**src/rtl/round_judge.sv**
```systemverilog
// round_judge: reaction game controller. Every round it shows a pseudo-random
// finger pattern, then waits a limited number of time-base ticks for a button
// press. The press is judged as hit or miss, the score is updated, and the
// block waits for all buttons to be released before it starts the next round.
//
// Ports
//   clk        system clock, all state changes on its rising edge
//   res        asynchronous active-low reset
//   start      one-cycle pulse that starts a game (honoured in IDLE or OVER)
//   btn[3:0]   debounced player buttons, synchronous to clk
//   tick       one-clk-wide time-base pulse
//   pattern    target pattern for the display, 0 when no round is active
//   score      running score, saturating at 255
//   C          result of the last judged round (1 = hit, 0 = miss)
//   playing    high while a game is running (LOAD, ARMED, RELEASE)
//   game_over  high in OVER
//
// Optional feature macro: STREAK_BONUS_EN. When it is defined, a hit scores 2
// once at least three consecutive hits precede it, and a miss clears the streak.
//
// state   | meaning
// IDLE    | after reset, waiting for start
// LOAD    | step the LFSR and present a new pattern (one cycle)
// ARMED   | waiting for a press or for the response window to run out
// RELEASE | round judged, waiting for all buttons to be released
// OVER    | all rounds played, score and C hold until start
module round_judge #(
  parameter int          WINDOW_TICKS = 8,
  parameter int          ROUNDS       = 32,
  parameter logic [7:0]  SEED         = 8'hA5
) (
  input  logic       clk,
  input  logic       res,
  input  logic       start,
  input  logic [3:0] btn,
  input  logic       tick,
  output logic [3:0] pattern,
  output logic [7:0] score,
  output logic       C,
  output logic       playing,
  output logic       game_over
);

  localparam int TW = $clog2(WINDOW_TICKS + 1);
  localparam int RW = $clog2(ROUNDS + 1);

  typedef enum logic [2:0] {S_IDLE, S_LOAD, S_ARMED, S_RELEASE, S_OVER} state_t;

  state_t          state, state_nx;
  logic [7:0]      lfsr, lfsr_nx, lfsr_step;
  logic [TW-1:0]   timer, timer_nx;
  logic [RW-1:0]   rnd, rnd_nx, rnd_inc;
  logic [3:0]      pattern_nx;
  logic [7:0]      score_nx;
  logic            c_nx;
  logic [1:0]      inc;
  logic [8:0]      sum;
`ifdef STREAK_BONUS_EN
  logic [3:0]      streak, streak_nx;
`endif

  always_comb begin
    state_nx   = state;
    lfsr_nx    = lfsr;
    timer_nx   = timer;
    rnd_nx     = rnd;
    pattern_nx = pattern;
    score_nx   = score;
    c_nx       = C;
    lfsr_step  = {lfsr[6:0], lfsr[7] ^ lfsr[5] ^ lfsr[4] ^ lfsr[3]};
    rnd_inc    = rnd + RW'(1);
    inc        = 2'd1;
`ifdef STREAK_BONUS_EN
    streak_nx  = streak;
    if (streak >= 4'd3) inc = 2'd2;
`endif
    sum        = {1'b0, score} + {7'b0, inc};

    case (state)
      S_IDLE, S_OVER: begin
        if (start) begin
          state_nx = S_LOAD;
          score_nx = '0;
          rnd_nx   = '0;
`ifdef STREAK_BONUS_EN
          streak_nx = '0;
`endif
        end
      end
      S_LOAD: begin
        lfsr_nx    = lfsr_step;
        // an all-zero target could never be pressed, so it maps to one finger
        pattern_nx = (lfsr_step[3:0] == 4'd0) ? 4'b0001 : lfsr_step[3:0];
        timer_nx   = TW'(WINDOW_TICKS);
        state_nx   = S_ARMED;
      end
      S_ARMED: begin
        // a press wins over a tick arriving in the same cycle
        if (btn != 4'd0) begin
          pattern_nx = '0;
          state_nx   = S_RELEASE;
          if (btn == pattern) begin
            c_nx     = 1'b1;
            score_nx = sum[8] ? 8'hFF : sum[7:0];
`ifdef STREAK_BONUS_EN
            if (streak != 4'hF) streak_nx = streak + 4'd1;
`endif
          end else begin
            c_nx = 1'b0;
`ifdef STREAK_BONUS_EN
            streak_nx = '0;
`endif
          end
        end else if (tick) begin
          timer_nx = timer - TW'(1);
          if (timer <= TW'(1)) begin
            c_nx       = 1'b0;
            pattern_nx = '0;
            state_nx   = S_RELEASE;
`ifdef STREAK_BONUS_EN
            streak_nx = '0;
`endif
          end
        end
      end
      S_RELEASE: begin
        if (btn == 4'd0) begin
          rnd_nx   = rnd_inc;
          state_nx = (rnd_inc == RW'(ROUNDS)) ? S_OVER : S_LOAD;
        end
      end
      default: state_nx = S_IDLE;
    endcase
  end

  always_ff @(posedge clk or negedge res) begin
    if (!res) begin
      state     <= S_IDLE;
      lfsr      <= SEED;
      timer     <= '0;
      rnd       <= '0;
      pattern   <= '0;
      score     <= '0;
      C         <= 1'b0;
      playing   <= 1'b0;
      game_over <= 1'b0;
`ifdef STREAK_BONUS_EN
      streak    <= '0;
`endif
    end else begin
      state     <= state_nx;
      lfsr      <= lfsr_nx;
      timer     <= timer_nx;
      rnd       <= rnd_nx;
      pattern   <= pattern_nx;
      score     <= score_nx;
      C         <= c_nx;
      playing   <= (state_nx == S_LOAD) || (state_nx == S_ARMED) || (state_nx == S_RELEASE);
      game_over <= (state_nx == S_OVER);
`ifdef STREAK_BONUS_EN
      streak    <= streak_nx;
`endif
    end
  end

endmodule

```
**config.mk**
```make
export PLATFORM = sky130hd
export DESIGN_NAME = round_judge
export DESIGN_NICKNAME = d
export VERILOG_FILES = /design/src/rtl/round_judge.sv
export SDC_FILE = /design/constraint.sdc
export NUM_CORES = 1
export LEC_CHECK = 0
export CORE_MARGIN = 1
export CORE_UTILIZATION = 59
export CTS_CLUSTER_DIAMETER = 200
export DETAILED_ROUTE_END_ITERATION = 12
export GPL_TIMING_DRIVEN = 0
export PLACE_DENSITY = 0.84
export SKIP_CTS_REPAIR_TIMING = 1
export SYNTH_ARGS = -nofsm -noshare
export SYNTH_HDL_FRONTEND = slang
export SYNTH_SLANG_ARGS = --single-unit
```
**constraint.sdc**
```tcl
create_clock -name clk -period 4.55 [get_ports clk]
set_input_delay 1.365 -clock clk [delete_from_list [all_inputs] [get_ports clk]]
set_output_delay 1.365 -clock clk [all_outputs]
set_load 0.005 [all_outputs]
```
==> results.md <==
* DR iter-0 viols at 76
* Critical path capture point type: flop
* HP Class: reg -> reg
* Sequential fraction of the synthesis area at 47.3%
* Total grt overflow at 0
* H-tree Lvls at 2
* Register Area at 906 um2
* Setup_tns at 0 ps
* Port Buffers at 22
* Worst R2R Start: state[0]$_DFF_PN0_
* Tcrit/Tclk final at 65.1%
* Initial antenna violation count at 0
* Design Area, Final at 0.00226 mm2
* Placer Congestion at 0.862
* Worst setup endpoint: score[3]$_DFFE_PN0P_
* Critical path origin: btn[1]
* Least-Margin Pin Slew at 938 ps
* Vias in the first global route at 1602
* Fillers at 246
* Async set or reset register ratio after synthesis at 100%
* Post-DP Area at 0.00219 mm2
* Pwr dens at 417 mW/mm2
* Largest cells by area after synthesis: dfrtp_1 42%, nand2_1 6.5%, dfstp_2 5.5%
* CTS max path bufs at 2
* Worst r2r dst: score[3]$_DFFE_PN0P_
* Synth cell types at 54
* Ys flop type: dfrtp_1
* Final Power at 943 uW
* DR pass1 iterations at 4
* Fmax achieved at 338 MHz
* Slew margin rel. at 37.0%
* Placed cells at 258
* Clk slew on worst S/H paths at 110 ps
* Worst reg2reg path depth at 5
* CTS tree: done
* Die width at 59.0 um
* P_leak at 0.980 nW
* Synthesized area at 0.00192 mm2
* Initial Utilization at 62.2%
* Fraction of synthesized cell area taken by the top area cell type at 41.8%
* Die area at 0.00348 mm2
* Syn Area/Cell at 9.98 um2
* Area Overhead vs Synth at 18.1%
* DRC viols at 0
* Synth area leader: dfrtp_1
* Root buf cell: clkbuf_4
* Hpwl dp at 3000 um
* Unrepaired setup endpoints after global routing: no
* Die Y at 59.0 um
* Via/cell ratio at 6.12
* Ant. Diodes at 0
* Startpoint types: input port
* WL final at 4250 um
* Synthesized flop and latch total at 36
* Largest net degree at the start of global routing at 37
* Gate Count Post-Synth at 192
* Post-route minimum period at 2960 ps
* Post-Layout Cell Count at 266
* Fin Clk Skew at 9.67 ps
* Share of cells above drive strength 1 at 12.2%
* Setup ws final at 1590 ps
* R2R Setup Slk at 2660 ps
* Clk sinks at 36
* CP required at 4850 ps
* Multi-input logic area at 945 um2
* Clock latency on the worst-skew pair at 350 ps
* Setup violators final at 0
* Critical Path AT at 3260 ps
* Net Count, Synth at 204
* Max IR drop VDD at 0.310 mV
* Max_cap viols at 0
* Fin. max-slew vios at 0
* Final hold vios at 0
* Routed Antenna Nets at 0
* Num CTS Buffers at 5
* # IOs at 23
* Status: finished clean
* First-pass GRT wire length at 6990 um
* Worst Path Max Fanout at 9
* Post-synth EDFFs at 0
* Dpl ws at 1260 ps
* Core Rows at 20
* Core footprint at 0.00308 mm2
* Kind of critical path: in -> reg
* GRT Total Usage at 27.4%
* YS warnings at 0
* Via Count at 1628
* Hold slack at 483 ps
* Final core utilization at 73.5%
* Fin nets at 233
* WL per Instance at 16.0 um
synthesized netlist by cell type, types with 2 or more instances:
master	count
buf_6	2
o31ai_1	2
nor3b_4	2
nand3_1	11
clkbuf_1	3
nand2_1	33
nor3b_1	2
nor2_1	6
xnor2_1	3
a22o_1	7
nor3_1	5
ha_1	4
inv_1	5
dfstp_2	4
xor2_1	7
a31oi_1	4
dfrtp_1	32
and3_1	3
a21oi_1	8
nand4_1	3
o21bai_1	2
o21ai_0	12
final cells by class:
type                       count  share of cell area (%)
buffer                         7                    2.05
clock buffer                   6                    1.83
clock inverter                 2                    1.55
inverter                       5                   0.830
multi-input combinational    144                    41.8
sequential                    36                    40.0
tap                           44                    2.43
timing repair buffer          22                    9.51
worst min path at each step:
| stage | start | to | depth (start not counted) |
|---|---|---|---|
| floorplan | lfsr[6]$_DFFE_PN0P_ | lfsr[7]$_DFFE_PN1P_ | 2 |
| global route | lfsr[5]$_DFFE_PN1P_ | lfsr[5]$_DFFE_PN1P_ | 2 |
| global placement | lfsr[6]$_DFFE_PN0P_ | lfsr[7]$_DFFE_PN1P_ | 2 |
| detailed placement | lfsr[5]$_DFFE_PN1P_ | lfsr[5]$_DFFE_PN1P_ | 2 |
| finish | lfsr[5]$_DFFE_PN1P_ | lfsr[5]$_DFFE_PN1P_ | 2 |
| CTS | lfsr[5]$_DFFE_PN1P_ | lfsr[5]$_DFFE_PN1P_ | 2 |
layer usage:
metal  part of all wire [%]  global-route usage, %  vias up
met5                      0                      0        -
met4                    2.7                   15.6        0
met3                    5.0                   7.42       14
met2                     49                   45.5       54
met1                     43                   32.0      801
li1                       -                      -      759
report_power, final:
group	switching, mW	internal (mW)
Sequential	0.0536	0.371
Clock	0.110	0.115
Combinational	0.151	0.142
Total	0.315	0.628
flip-flops by register name, indices dropped and copies added, names as in the netlist:
register   cells
playing        1
pattern        4
rnd            6
game_over      1
score          8
timer          4
lfsr           8
state          3
C              1
critical path: stages:
cell and delay, ps:
clkdlybuf4s50_1 470, xor2_1 210, nor3_1 770, and2_4 310, a221o_1 140
cells in the final DEF, fill, tap and decap left out, types with 2 or more instances in the layout:
| cell | instances |
|---|---|
| nor2_1 | 6 |
| xnor2_1 | 3 |
| nand2_1 | 33 |
| dfrtp_1 | 32 |
| o31ai_1 | 2 |
| o21ai_0 | 12 |
| inv_1 | 5 |
| a22o_1 | 7 |
| nand4_1 | 3 |
| a21oi_1 | 8 |
| buf_2 | 2 |
| dfstp_2 | 4 |
| clkdlybuf4s50_1 | 21 |
| nor3_1 | 5 |
| xor2_1 | 7 |
| o21bai_1 | 2 |
| and3_1 | 3 |
| a31oi_1 | 4 |
| clkbuf_1 | 4 |
| nand3_1 | 11 |
| buf_6 | 2 |
| ha_1 | 4 |
| nor3b_1 | 2 |
| clkbuf_4 | 5 |
| nor3b_4 | 2 |
kinds of logic (layout without fill, tap and decap cells):
kind of cell               after synthesis  in the layout  synth area share (%)
AOI/OAI and AO/OA                       47             47                  17.5
DFF                                     36             36                  47.3
and+or+nand+nor                         81             81                  22.9
muxes                                    2              2                  1.70
adders and majority gates                4              4                  2.61
xor gates and xnor gates                10             10                  4.57
buffers and inverters                   12             42                  3.40
Note: power is estimated with default switching activity, not from simulation.
